**src/rtl/idli_mem_arb_m.sv**
```systemverilog
// Memory-access sequencer for the idli core: owns the slice counter and
// time-shares the SQI path between instruction fetch and load/store accesses.
module idli_mem_arb_m #(
  parameter int unsigned DUMMY_WORDS = 2
) (
  input  logic        i_top_gck,
  input  logic        i_top_rst_n,
  output logic [1:0]  o_arb_ctr,
  input  logic        i_arb_br_vld,
  input  logic [15:0] i_arb_br_pc,
  input  logic        i_arb_ls_req,
  input  logic        i_arb_ls_wr,
  input  logic [15:0] i_arb_ls_addr,
  input  logic [15:0] i_arb_ls_wdata,
  output logic        o_arb_ls_ack,
  output logic [15:0] o_arb_ls_rdata,
  output logic        o_arb_instr_vld,
  output logic [15:0] o_arb_instr_pc,
  output logic        o_arb_sqi_redirect,
  output logic        o_arb_sqi_wr_en,
  output logic [3:0]  o_arb_sqi_slice,
  input  logic [3:0]  i_arb_sqi_slice
);

  typedef enum logic [2:0] {
    IDLE, F_ADDR, F_WAIT, F_STREAM, D_ADDR, D_WAIT, D_XFER
  } state_t;

  localparam bit         NO_WAIT   = (DUMMY_WORDS == 0);
  localparam logic [1:0] WAIT_LAST = NO_WAIT ? 2'd0 : 2'(DUMMY_WORDS - 1);

  state_t      state_q, state_d;
  logic [1:0]  ctr_q;
  logic [1:0]  wcnt_q;
  logic [15:0] pc_q;
  logic        br_pend_q;
  logic [15:0] br_pc_q;
  logic [11:0] rd_sh_q;
  logic [15:0] rdata_q;
  logic        ack_q;

  logic        word_end;
  logic        br_any;
  logic [15:0] br_tgt;
  logic        instr_vld;
  logic        enter_faddr;

  function automatic logic [3:0] nib(input logic [15:0] w, input logic [1:0] c);
    case (c)
      2'd0:    return w[3:0];
      2'd1:    return w[7:4];
      2'd2:    return w[11:8];
      default: return w[15:12];
    endcase
  endfunction

  // A branch pulse in the current cycle counts as pending and overrides the latched target.
  assign word_end    = (ctr_q == 2'd3);
  assign br_any      = br_pend_q | i_arb_br_vld;
  assign br_tgt      = i_arb_br_vld ? i_arb_br_pc : br_pc_q;
  assign instr_vld   = (state_q == F_STREAM) && word_end && !br_any;
  assign enter_faddr = word_end && (state_d == F_ADDR);

  always_comb begin
    state_d            = state_q;
    o_arb_sqi_redirect = 1'b0;
    o_arb_sqi_wr_en    = 1'b0;
    o_arb_sqi_slice    = '0;
    case (state_q)
      IDLE: begin
        if (word_end) state_d = F_ADDR;
      end
      F_ADDR: begin
        o_arb_sqi_redirect = 1'b1;
        o_arb_sqi_slice    = nib(pc_q, ctr_q);
        if (word_end) begin
          if (br_any)       state_d = F_ADDR;
          else if (NO_WAIT) state_d = F_STREAM;
          else              state_d = F_WAIT;
        end
      end
      F_WAIT: begin
        if (word_end) begin
          if (br_any)              state_d = F_ADDR;
          else if (wcnt_q == '0)   state_d = F_STREAM;
        end
      end
      F_STREAM: begin
        if (word_end) begin
          if (br_any)            state_d = F_ADDR;
          else if (i_arb_ls_req) state_d = D_ADDR;
        end
      end
      D_ADDR: begin
        o_arb_sqi_redirect = 1'b1;
        o_arb_sqi_wr_en    = i_arb_ls_wr;
        o_arb_sqi_slice    = nib(i_arb_ls_addr, ctr_q);
        if (word_end) state_d = (i_arb_ls_wr || NO_WAIT) ? D_XFER : D_WAIT;
      end
      D_WAIT: begin
        if (word_end && (wcnt_q == '0)) state_d = D_XFER;
      end
      D_XFER: begin
        if (i_arb_ls_wr) begin
          o_arb_sqi_wr_en = 1'b1;
          o_arb_sqi_slice = nib(i_arb_ls_wdata, ctr_q);
        end
        if (word_end) state_d = F_ADDR;
      end
      default: state_d = IDLE;
    endcase
  end

  always_ff @(posedge i_top_gck or negedge i_top_rst_n) begin
    if (!i_top_rst_n) begin
      state_q <= IDLE;
      ctr_q   <= '0;
      wcnt_q  <= '0;
    end else begin
      state_q <= state_d;
      ctr_q   <= ctr_q + 2'd1;
      // Reload on any non-wait word so a fresh wait always starts from the full count.
      if (word_end)
        wcnt_q <= ((state_q == F_WAIT) || (state_q == D_WAIT)) ? wcnt_q - 2'd1 : WAIT_LAST;
    end
  end

  always_ff @(posedge i_top_gck or negedge i_top_rst_n) begin
    if (!i_top_rst_n) begin
      pc_q      <= '0;
      br_pend_q <= 1'b0;
      br_pc_q   <= '0;
    end else if (enter_faddr) begin
      if (br_any) pc_q <= br_tgt;
      br_pend_q <= 1'b0;
    end else begin
      if (i_arb_br_vld) begin
        br_pend_q <= 1'b1;
        br_pc_q   <= i_arb_br_pc;
      end
      if (instr_vld) pc_q <= pc_q + 16'd1;
    end
  end

  always_ff @(posedge i_top_gck or negedge i_top_rst_n) begin
    if (!i_top_rst_n) begin
      rd_sh_q <= '0;
      rdata_q <= '0;
      ack_q   <= 1'b0;
    end else begin
      ack_q <= (state_q == D_XFER) && word_end;
      if ((state_q == D_XFER) && !i_arb_ls_wr) begin
        case (ctr_q)
          2'd0:    rd_sh_q[3:0]  <= i_arb_sqi_slice;
          2'd1:    rd_sh_q[7:4]  <= i_arb_sqi_slice;
          2'd2:    rd_sh_q[11:8] <= i_arb_sqi_slice;
          default: rdata_q       <= {i_arb_sqi_slice, rd_sh_q};
        endcase
      end
    end
  end

  assign o_arb_ctr       = ctr_q;
  assign o_arb_ls_ack    = ack_q;
  assign o_arb_ls_rdata  = rdata_q;
  assign o_arb_instr_vld = instr_vld;
  assign o_arb_instr_pc  = pc_q;

endmodule

```
**config.mk**
```make
export PLATFORM = sky130hd
export DESIGN_NAME = idli_mem_arb_m
export DESIGN_NICKNAME = d
export VERILOG_FILES = /design/src/rtl/idli_mem_arb_m.sv
export SDC_FILE = /design/constraint.sdc
export NUM_CORES = 1
export LEC_CHECK = 0
export CORE_MARGIN = 3
export CORE_UTILIZATION = 35
export DETAILED_ROUTE_END_ITERATION = 8
export HOLD_SLACK_MARGIN = 0.03
export PLACE_DENSITY = 0.67
export SETUP_SLACK_MARGIN = 0.3
export SKIP_CTS_REPAIR_TIMING = 1
export SLEW_MARGIN = 10
export SYNTH_ARGS = -nofsm -noshare
export SYNTH_HDL_FRONTEND = slang
export SYNTH_SLANG_ARGS = --single-unit
```
**constraint.sdc**
```tcl
create_clock -name i_top_gck -period 2.8 [get_ports i_top_gck]
set_input_delay 0.7 -clock i_top_gck [delete_from_list [all_inputs] [get_ports i_top_gck]]
set_output_delay 0.7 -clock i_top_gck [all_outputs]
set_load 0.005 [all_outputs]
```
# [Word-level counts from Yosys, hierarchy flattened]
# Cells that the tools add are included.
[op_classes] n_addsub=3 mul=0 div_mod_pow=0 order_cmp=0 n_eq_ne=11 n_shift=0 mux=28 bitwise=2 reduce_logical=22
[op_table] operator="$mux 16" count=4
[op_table] operator="$pmux 4 s3" count=4
[op_table] operator="$mux 3" count=10
[op_table] operator="$pmux 3 s6" count=1
[op_table] operator="$add 16x1->16 const B" count=1
[op_table] operator="$reduce_and 2->1" count=5
[op_table] operator="$eq 3x3->1 const B" count=3
[op_table] operator="$eq 3x1->1 const B" count=2
[op_table] operator="$eq 3x2->1 const B" count=2
[op_table] operator="$logic_and 1x1->1" count=6
[op_table] operator="$mux 2" count=3
[op_table] operator="$eq 2x2->1 const B" count=2
[op_table] operator="$logic_not 2->1" count=2
[op_table] operator="$mux 1" count=4
[op_table] operator="$mux 4" count=1
[op_table] operator="$reduce_bool 2->1" count=2
[op_table] operator="$reduce_or 2->1" count=2
[op_table] operator="$logic_not 3->1" count=1
[op_table] operator="$reduce_or 3->1" count=1
[op_table] operator="$add 2x1->2 const B" count=1
[op_table] operator="$eq 2x1->1 const B" count=1
[op_table] operator="$logic_not 1->1" count=2
[op_table] operator="$ne 2x2->1 const B" count=1
[op_table] operator="$pmux 1 s2" count=1
[op_table] operator="other kinds (4)" count=4
[word_totals] reg_bits=69 latch_bits=0 ram_bits=0 romBits=0 in_bits=57 word_cells=77 memories=0

# [Depth between registers and ports, before layout]
# Gate-level depths: netlist of run 1.
[logic_depth] depth_word=9 depth_mapped=11 mapped_depth_nobuf=9

# [Worst setup path before layout of run 1]
# No wires, ideal clock.
[synth_path] kind="input to register" from="input i_arb_br_vld" to="register pc_q[5] (netlist: o_arb_instr_pc[5])" setup_ps=111 t_arrival_ps=2481 required_time_ps=2689 setup_slack_ps=208 stages=9 n_path_buf=2 cell_sequence="buf_2 or2_4 or3_1 inv_2 a221oi_1 nand3_1 buf_4 mux2_1 a222oi_1"
[synth_between] elab_chain_len=8 word_cells_on_any_way=18 cone_classes="eq/ne (2); mux (10); bitwise (1); reduce/logical (5)"
[synth_rtl] element="from (decl)" line_no="9" rtl="input logic i_arb_br_vld,"
[synth_rtl] element="$or 1x1->1" line_no="59" rtl="assign br_any = br_pend_q | i_arb_br_vld;"
[synth_rtl] element="$mux 3 (tied with other cells)" line_no="90" rtl="if (br_any) state_d = F_ADDR;"
[synth_rtl] element="$mux 3 (on tied branches)" line_no="89, 76, 83"
[synth_rtl] element="$pmux 3 s6" line_no="69" rtl="case (state_q)"
[synth_rtl] element="$eq 3x1->1" line_no="62" rtl="assign enter_faddr = word_end && (state_d == F_ADDR);"
[synth_rtl] element="$logic_and 1x1->1" line_no="62"
[synth_rtl] element="$ne 2x2->1 (no source line) or $reduce_bool 2->1 (tied branches)"
[synth_rtl] element="$reduce_and 2->1 (no source line)"
[synth_rtl] element="to (signal assigned)" line_no="134" rtl="if (br_any) pc_q <= br_tgt;"
[synth_rtl] element="to (signal assigned)" line_no="141" rtl="if (instr_vld) pc_q <= pc_q + 16'd1;"
[synth_rtl] element="to (decl)" line_no="35" rtl="logic [15:0] pc_q;"
# Parallel ways exist; a longest one is shown, timed or not. The select of a mux whose other input is x is not followed.
# A chain may end at the register's enable or synchronous reset.

# [Worst setup path in the final report of run 1]
[layout_path] from="register ctr_q[1] (netlist: o_arb_ctr[1])" to="output o_arb_sqi_slice[3]"
[layout_between] elab_chain_len=4 word_cells_on_any_way=8 cone_classes="eq/ne (2); mux (5); reduce/logical (1)"
[layout_rtl] element="from (decl)" line_no="33" rtl="logic [1:0] ctr_q;"
[layout_rtl] element="from (signal assigned)" line_no="121" rtl="ctr_q <= ctr_q + 2'd1;"
[layout_rtl] element="$eq 2x2->1 (tied with other cells)" line_no="49" rtl="case (c)"
[layout_rtl] element="$pmux 4 s3" line_no="49"
[layout_rtl] element="$mux 4" line_no="104" rtl="if (i_arb_ls_wr) begin"
[layout_rtl] element="$pmux 4 s3 (*)" line_no="69"
[layout_rtl] element="to (decl)" line_no="21" rtl="output logic [3:0] o_arb_sqi_slice,"
# Every way passes the cells marked *; elsewhere a longest branch is shown, timed or not.

==> run_results.csv, run 1 <==
group,metric,value,unit
clock_tree,clock_path_buffers,2,
cells_and_area,final_cell_mix,"clkdlybuf4s50_1 (89), dfrtp_1 (66), buf_4 (38)",
power,power_density,571,nW/um^2
routing,vias,3710,
global_route,grt_pass1_wl,18400,um
clock_tree,clock_latency,0.36,ns
floorplan,design.die.area,12300,um^2
floorplan,ios,99,
power,p_leak,0.00262,uW
sta,finalHoldViolCount,0,
sta,final.setup.worst_slack,-0.0928,ns
synth,synth_cell_types,54,
sta,setup_viol,2,
cells_and_area,n_fill_cell,885,
min_path,worstHoldPathType,"input port to asynchronous set/reset pin",
cells_and_area,num_antenna_cells,0,
global_route,grt_pass1_vias,3580,
critical_path,path_class,"flip-flop to output pin",
global_route,grt_max_degree,48,
critical_path,crit_arrival,2.19,ns
floorplan,rows,37,
clock_tree,cts_sinks,69,
clock_tree,cts_root_buf,"clkbuf_8",
global_route,track_usage,0.182,
critical_path,cp.required,2.10,ns
global_route,antenna_found_initial,0,
routing,post_drt_wl_per_cell,18.1,um
sta,worstMarginPinSlew,0.901,ns
cells_and_area,layout-drive-gt1-share,0.331,
cells_and_area,final_nets,587,
synth,synth_edf_count,0,
cells_and_area,mostFrequentLayoutCell,"clkdlybuf4s50_1",
cells_and_area,layout.cells.non_filler,664,
outcome,status,"complete, but fails checks",
synth,netlist_area,3850,um^2
sta,hold_slack,0.334,ns
synth,synth_top_flop_cell,"dfrtp_1",
synth,synth-async-reset-ratio,1.00,
cells_and_area,area_growth,55.0,%
flow_run,maxCapViolCount,0,
clock_tree,tritoncts,"built",
sta,post-route-period-util,1.03,
routing,drt_iter0_drc,324,
synth,syn_area_per_cell,10.3,um^2
power,ir_drop,0.000294,V
placed_design,gp_congestion,0.903,
sta,fmax,0.346,GHz
global_route,grt_overflow,0,
sta,skew,0.00698,ns
floorplan,start_util,0.366,
floorplan,die_h,111,um
routing,drc,0,
critical_path,worstSetupEndpointType,"output pin",
floorplan,dieWidth,111,um
routing,via_per_inst,5.59,
synth,seq_area_frac_synth,0.449,
sta,fin_crit,2.89,ns
placed_design,dp_cells,631,
routing,wl,12000,um
placed_design,port_buffers,98,
critical_path,path_max_fanout,4,
floorplan,coreArea,10500,um^2
sta,relSlewSlack,0.397,
placed_design,dp_hpwl,8430,um
clock_tree,cts_buffers,9,
clock_tree,path_clk_slew,0.07,ns
outcome,violations,"negative setup slack",
routing,ant_nets,0,
critical_path,startpoint_type,"flip-flop",
routing,dr.pass1.iters,7,
synth,ys_ff_latch,69,
sta,slew_violations,0,
synth,syn_nets,437,
synth,synthCells,373,
clock_tree,htree_levels,3,
synth,yosys_warnings,0,
sta,rsz0062_at_grt,"true",
stage by stage:
stage | power (uW) | instance area [um^2] | TNS [ns] | utilization | setup slack [ns]
after floorplan | 1810 | 3860 | 0 | - | 0.290
after global placement | 2460 | 5280 | -4.16 | 0.502 | -0.260
after detailed placement | 2490 | 5280 | -5.66 | 0.502 | -0.275
after CTS | 3320 | 5480 | -2.04 | 0.521 | -0.491
after global routing | 3570 | 5960 | -0.586 | 0.568 | -0.207
final | 3400 | 5960 | -0.102 | 0.568 | -0.0928
sequential cells by signal, summed over array words and instances (netlist names):
name	count
wcnt_q	2
br_pend_q	1
o_arb_instr_pc	16
rd_sh_q	12
o_arb_ls_ack	1
o_arb_ls_rdata	16
br_pc_q	16
o_arb_ctr	2
state_q	3
cells by family (layout without fill, tap and decap cells):
family / count (synthesis) / after routing / share of synthesized area
adder cells (fa/ha/maj): 7 / 7 / 0.0228
buffers and inverters: 35 / 190 / 0.0377
flip-flops: 69 / 69 / 0.449
AND/OR/NAND/NOR: 110 / 110 / 0.141
AO/OA/AOI/OAI: 92 / 92 / 0.179
XOR/XNOR: 1 / 1 / 0.00228
multiplexers: 59 / 59 / 0.169
routing by layer:
metal,GRT usage,routed length [um],vias to the layer above
li1,-,-,1711
met1,0.255,5280,1796
met2,0.277,5460,183
met3,0.0431,1070,20
met4,0.0591,193,0
met5,0,0,-
synthesized netlist by cell type (5+ instances only):
cell      number  area, um^2
nor2_1        28         105
mux2_2        46         518
a31oi_1        6        37.5
nand3_1       12        60.1
a21oi_1       20         100
o221ai_1       8        70.1
buf_2          8        40.0
clkbuf_1      10        37.5
dfrtp_1       69        1730
nand2b_1       7        43.8
o21ai_0        9        45.0
inv_1         13        48.8
a222oi_1      17         170
and3_1         7        43.8
nand2_1       31         116
nor2b_1        5        31.3
ha_1           7        87.6
mux2i_1       12         120
layout make-up:
| class | count | area [um^2] | area share |
|---|---|---|---|
| Clock buffer | 10 | 138 | 0.0231 |
| Clock inverter | 6 | 62.6 | 0.0105 |
| Inverter | 14 | 55.1 | 0.00923 |
| Multi-Input combinational cell | 269 | 2250 | 0.378 |
| Sequential cell | 69 | 1730 | 0.290 |
| Tap cell | 136 | 170 | 0.0285 |
| Timing Repair Buffer | 160 | 1550 | 0.261 |
worst paths after layout:
kind | cells after the start | end | slack, ns | startpoint
hold reg to reg | 1 | o_arb_ls_rdata[11] | 0.50 | rd_sh_q[11]
setup reg to reg | 13 | o_arb_instr_pc[8] | 0.16 | o_arb_ctr[0]
setup / recovery | 9 | o_arb_sqi_slice[3] | -0.09 | o_arb_ctr[1]
max in group asynchronous | 2 | state_q[2] | 1.80 | i_top_rst_n
min in group i_top_gck | 1 | o_arb_ls_rdata[11] | 0.50 | rd_sh_q[11]
hold / removal | 1 | o_arb_ls_rdata[15] | 0.33 | i_top_rst_n
critical path, stage by stage (launching register included):
cell	delay, ns
dfrtp_1	0.42
buf_6	0.14
ha_4	0.16
buf_4	0.15
a222oi_1	0.39
o22a_1	0.21
o22ai_1	0.07
nor2_1	0.10
a21oi_1	0.05
dlymetal6s2s_1	0.15
power by group:
group          switching, uW  total (uW)  internal, uW
combinational            523        1190           664
clock                    411         843           432
sequential               226        1370          1150
Power figures use the tool's default switching activity.
==> run 2: changes to the inputs <==
Clock period 2.8 ns to 3.3 ns, I/O delays scaled along.
==> run_results.csv, run 2 (synthesized netlist as in run 1, its figures left out) <==
group,metric,value,unit
placed_design,place_area,5070,um^2
clock_tree,path_clk_slew,0.07,ns
sta,skew,0.00990,ns
floorplan,ios,99,
cells_and_area,layout-drive-gt1-share,0.223,
critical_path,rrSetupSlack,0.58,ns
cells_and_area,area_growth,40.0,%
power,p_total,2740,uW
routing,wl,11300,um
flow_run,maxCapViolCount,0,
floorplan,coreArea,10500,um^2
routing,via_per_inst,5.57,
sta,post-route-period-util,0.915,
cells_and_area,final_nets,552,
critical_path,crit_slowest_cell,"clkdlybuf4s50_1",
power,power_density,508,nW/um^2
cells_and_area,utilization,0.513,
global_route,antenna_found_initial,0,
clock_tree,tritoncts,"built",
critical_path,startpoint_type,"input port",
critical_path,worstRegToRegCells,9,
placed_design,port_buffers,98,
floorplan,rows,37,
global_route,grt_max_degree,28,
floorplan,die_h,111,um
global_route,track_usage,0.188,
min_path,worstHoldPathType,"input port to asynchronous set/reset pin",
clock_tree,cts_sinks,69,
critical_path,crit_arrival,2.20,ns
outcome,status,"completed",
sta,fmax,0.331,GHz
sta,rsz0062_at_grt,"true",
sta,setup_viol,0,
routing,ant_nets,0,
cells_and_area,mostFrequentLayoutCell,"clkdlybuf4s50_1",
cells_and_area,final_cell_mix,"clkdlybuf4s50_1 (89), dfrtp_1 (68), mux2_2 (46)",
placed_design,gp_congestion,0.858,
sta,relSlewSlack,0.545,
floorplan,start_util,0.366,
sta,slew_violations,0,
routing,dr.pass1.iters,5,
placed_design,dp_hpwl,8460,um
clock_tree,htree_levels,3,
cells_and_area,num_antenna_cells,0,
sta,worstMarginPinSlew,0.681,ns
power,ir_drop,0.000232,V
global_route,grt_pass1_vias,3543,
sta,fin_crit,3.02,ns
routing,drc,0,
critical_path,worstSetupEndpointType,"output pin",
cells_and_area,n_fill_cell,972,
sta,finalHoldViolCount,0,
routing,post_drt_wl_per_cell,17.9,um
clock_tree,clock_path_buffers,2,
floorplan,dieWidth,111,um
critical_path,timing.rr.end,"o_arb_instr_pc[11]",
cells_and_area,final_cell_area,5390,um^2
sta,setup-tns-final,0,ns
routing,vias,3506,
routing,drt_iter0_drc,309,
critical_path,reg2reg_from,"o_arb_ctr[1]",
critical_path,cp.required,2.47,ns
clock_tree,cts_buffers,9,
critical_path,crit_path_max_incr_delay,0.41,ns
floorplan,design.die.area,12300,um^2
power,p_leak,0.00237,uW
critical_path,worstPathCellList,"clkdlybuf4s50_1, a222oi_1, o22a_1, o22ai_1, nor2_1, a21oi_1, dlymetal6s2s_1",
placed_design,dp_cells,607,
cells_and_area,layout.cells.non_filler,629,
critical_path,path_max_fanout,1,
global_route,grt_pass1_wl,18700,um
clock_tree,cts_root_buf,"clkbuf_8",
critical_path,path_class,"input port to output pin",
clock_tree,clock_latency,0.35,ns
global_route,grt_overflow,0,
run 2: cell type report:
class	instances	area, um^2	area share
Clock buffer	10	138	0.0256
Sequential cell	69	1730	0.321
Multi-Input combinational cell	269	2030	0.377
Inverter	14	55.1	0.0102
Tap cell	136	170	0.0316
Timing Repair Buffer	125	1200	0.223
Clock inverter	6	62.6	0.0116
run 2: per-stage QoR:
stage	hold slack [ns]	worst slack, ns
4_1_cts	0.484	-0.228
2_1_floorplan	0.473	0.504
3_3_place_gp	0.482	-0.0527
6_report	0.480	0.280
3_5_place_dp	0.490	-0.0660
5_1_grt	0.516	0.192
run 2: report_power, final:
| part | internal [uW] | switching (uW) |
|---|---|---|
| Clock | 367 | 335 |
| Sequential | 972 | 221 |
| Combinational | 496 | 349 |
run 2: worst max-delay path by stage:
stage / from / endpoint / cells past startpoint
6_report: i_arb_ls_addr[11] / o_arb_sqi_slice[3] / 7
5_1_grt: i_arb_ls_addr[8] / o_arb_sqi_slice[0] / 6
4_1_cts: o_arb_ctr[0] / o_arb_sqi_slice[3] / 8
3_5_place_dp: i_arb_ls_addr[7] / o_arb_sqi_slice[3] / 7
3_3_place_gp: i_arb_br_vld / o_arb_instr_vld / 5
2_1_floorplan: i_arb_br_vld / o_arb_instr_vld / 5
run 2: layer usage:
layer | wire length, um | vias to the layer above | GRT usage
met4 | 167 | 0 | 0.0567
met2 | 5350 | 147 | 0.303
met1 | 5080 | 1713 | 0.253
met5 | 0 | - | 0
li1 | - | 1632 | -
met3 | 694 | 14 | 0.0404
run 2: worst max-delay path, delay by kind of cell:
kind,cells,cell delay [ns]
buf+inv,2,0.59
simple gates,1,0.11
compound gates,4,0.67
==> run 3: changes to the inputs <==
Settings changed: PLACE_DENSITY 0.67 to unset.
==> run_results.csv, run 3 (synthesized netlist as in run 1, its figures left out) <==
group,metric,value,unit
outcome,status,"completed",
sta,fmax,0.340,GHz
routing,dr.pass1.iters,6,
critical_path,crit_arrival,2.12,ns
flow_run,maxCapViolCount,0,
global_route,grt_max_degree,34,
floorplan,dieWidth,111,um
global_route,grt_pass1_vias,3455,
power,switching_share,0.320,
sta,worstMarginPinSlew,0.681,ns
floorplan,coreArea,10500,um^2
clock_tree,cts_buffers,9,
placed_design,dp_cells,616,
power,pwr-share-comb,0.307,
critical_path,rrSetupSlack,0.55,ns
critical_path,reg2reg_from,"o_arb_ctr[1]",
critical_path,crit_buf_inv,2,
routing,drc,0,
clock_tree,tritoncts,"built",
clock_tree,path_clk_slew,0.07,ns
critical_path,critPathTopFamily,"compound AO/OA/AOI/OAI gates",
critical_path,cp.required,2.47,ns
sta,rsz0062_at_grt,"true",
cells_and_area,final_nets,567,
floorplan,start_util,0.366,
cells_and_area,final_cell_mix,"clkdlybuf4s50_1 (92), dfrtp_1 (67), mux2_2 (46)",
power,p_leak,0.00241,uW
cells_and_area,mostFrequentLayoutCell,"clkdlybuf4s50_1",
routing,wl,11600,um
global_route,grt_pass1_wl,18500,um
routing,post_drt_wl_per_cell,18.1,um
sta,hold_slack,0.382,ns
floorplan,design.die.area,12300,um^2
global_route,grt_overflow,0,
critical_path,worstRegToRegCells,10,
global_route,track_usage,0.184,
cells_and_area,layout.cells.non_filler,642,
sta,slew_violations,0,
routing,vias,3532,
cells_and_area,num_antenna_cells,0,
sta,skew,0.00765,ns
placed_design,dp_hpwl,8440,um
critical_path,worstPathCellList,"clkdlybuf4s50_1, a222oi_1, o21ai_0, a22oi_1, o31ai_1, dlymetal6s2s_1",
sta,finalHoldViolCount,0,
critical_path,cp.depth,6,
critical_path,startpoint_type,"input port",
routing,via_per_inst,5.50,
min_path,worstHoldPathType,"input port to asynchronous set/reset pin",
power,seq_power_share,0.435,
floorplan,rows,37,
global_route,antenna_found_initial,0,
critical_path,crit_path_max_incr_delay,0.40,ns
routing,drt_iter0_drc,215,
power,p_sw,876,uW
placed_design,gp_congestion,0.899,
power,p_int,1860,uW
sta,post-route-period-util,0.892,
clock_tree,cts_sinks,69,
critical_path,path_max_fanout,1,
critical_path,crit_slowest_cell,"clkdlybuf4s50_1",
critical_path,worstSetupEndpointType,"output pin",
cells_and_area,final_cell_area,5530,um^2
critical_path,path_class,"input port to output pin",
sta,final.setup.worst_slack,0.358,ns
placed_design,place_area,5150,um^2
placed_design,place_ws,-0.0611,ns
power,ir_drop,0.000271,V
cells_and_area,layout-drive-gt1-share,0.251,
power,power_density,495,nW/um^2
sta,setup_viol,0,
clock_tree,clock_latency,0.35,ns
critical_path,timing.rr.end,"o_arb_instr_pc[10]",
power,p_total,2740,uW
placed_design,port_buffers,98,
sta,fin_crit,2.94,ns
clock_tree,htree_levels,3,
power,pwr-share-clk,0.258,
clock_tree,cts_root_buf,"clkbuf_8",
floorplan,ios,99,
clock_tree,clock_path_buffers,2,
cells_and_area,n_fill_cell,938,
routing,ant_nets,0,
floorplan,die_h,111,um
cells_and_area,area_growth,43.7,%
sta,relSlewSlack,0.545,
run 3: power groups by stage:
stage                     clock network, uW  registers [uW]  logic [uW]
final                                   707            1190         840
after global routing                    762            1220         910
after CTS                               727            1180         858
after detailed placement                  0            1200         850
after global placement                    0            1200         843
after floorplan                           0            1130         406
run 3: metrics by stage:
step | utilization | setup TNS (ns)
2_1_floorplan | - | 0
3_3_place_gp | 0.490 | -0.0824
3_5_place_dp | 0.490 | -0.120
4_1_cts | 0.509 | -0.574
5_1_grt | 0.526 | 0
6_report | 0.526 | 0
run 3: final cells by class:
cell class                      instances  area [um^2]  area share
Clock buffer                           13          169      0.0306
Clock inverter                          1         30.0     0.00543
Inverter                               14         52.6     0.00951
Multi-Input combinational cell        269         2050       0.371
Sequential cell                        69         1730       0.313
Tap cell                              136          170      0.0308
Timing Repair Buffer                  140         1320       0.239
run 3: how the worst max path moves through the flow:
stage / startpoint / end / slack [ns]
6_report: i_arb_ls_addr[10] / o_arb_sqi_slice[2] / 0.36
5_1_grt: o_arb_ctr[0] / o_arb_sqi_slice[2] / 0.22
4_1_cts: o_arb_ctr[0] / o_arb_sqi_slice[3] / -0.14
3_5_place_dp: i_arb_br_vld / o_arb_instr_vld / -0.06
3_3_place_gp: i_arb_br_vld / o_arb_instr_vld / -0.07
2_1_floorplan: i_arb_br_vld / o_arb_instr_vld / 0.50
run 3: per-layer routing:
metal  global-route usage  part of all wire  up-vias  wire length [um]
li1                     -                 -     1662                 -
met1                0.260              0.47     1711              5510
met2                0.275              0.45      139              5180
met3               0.0382             0.056       20               647
met4               0.0739             0.023        0               271
met5                    0                 0        -                 0
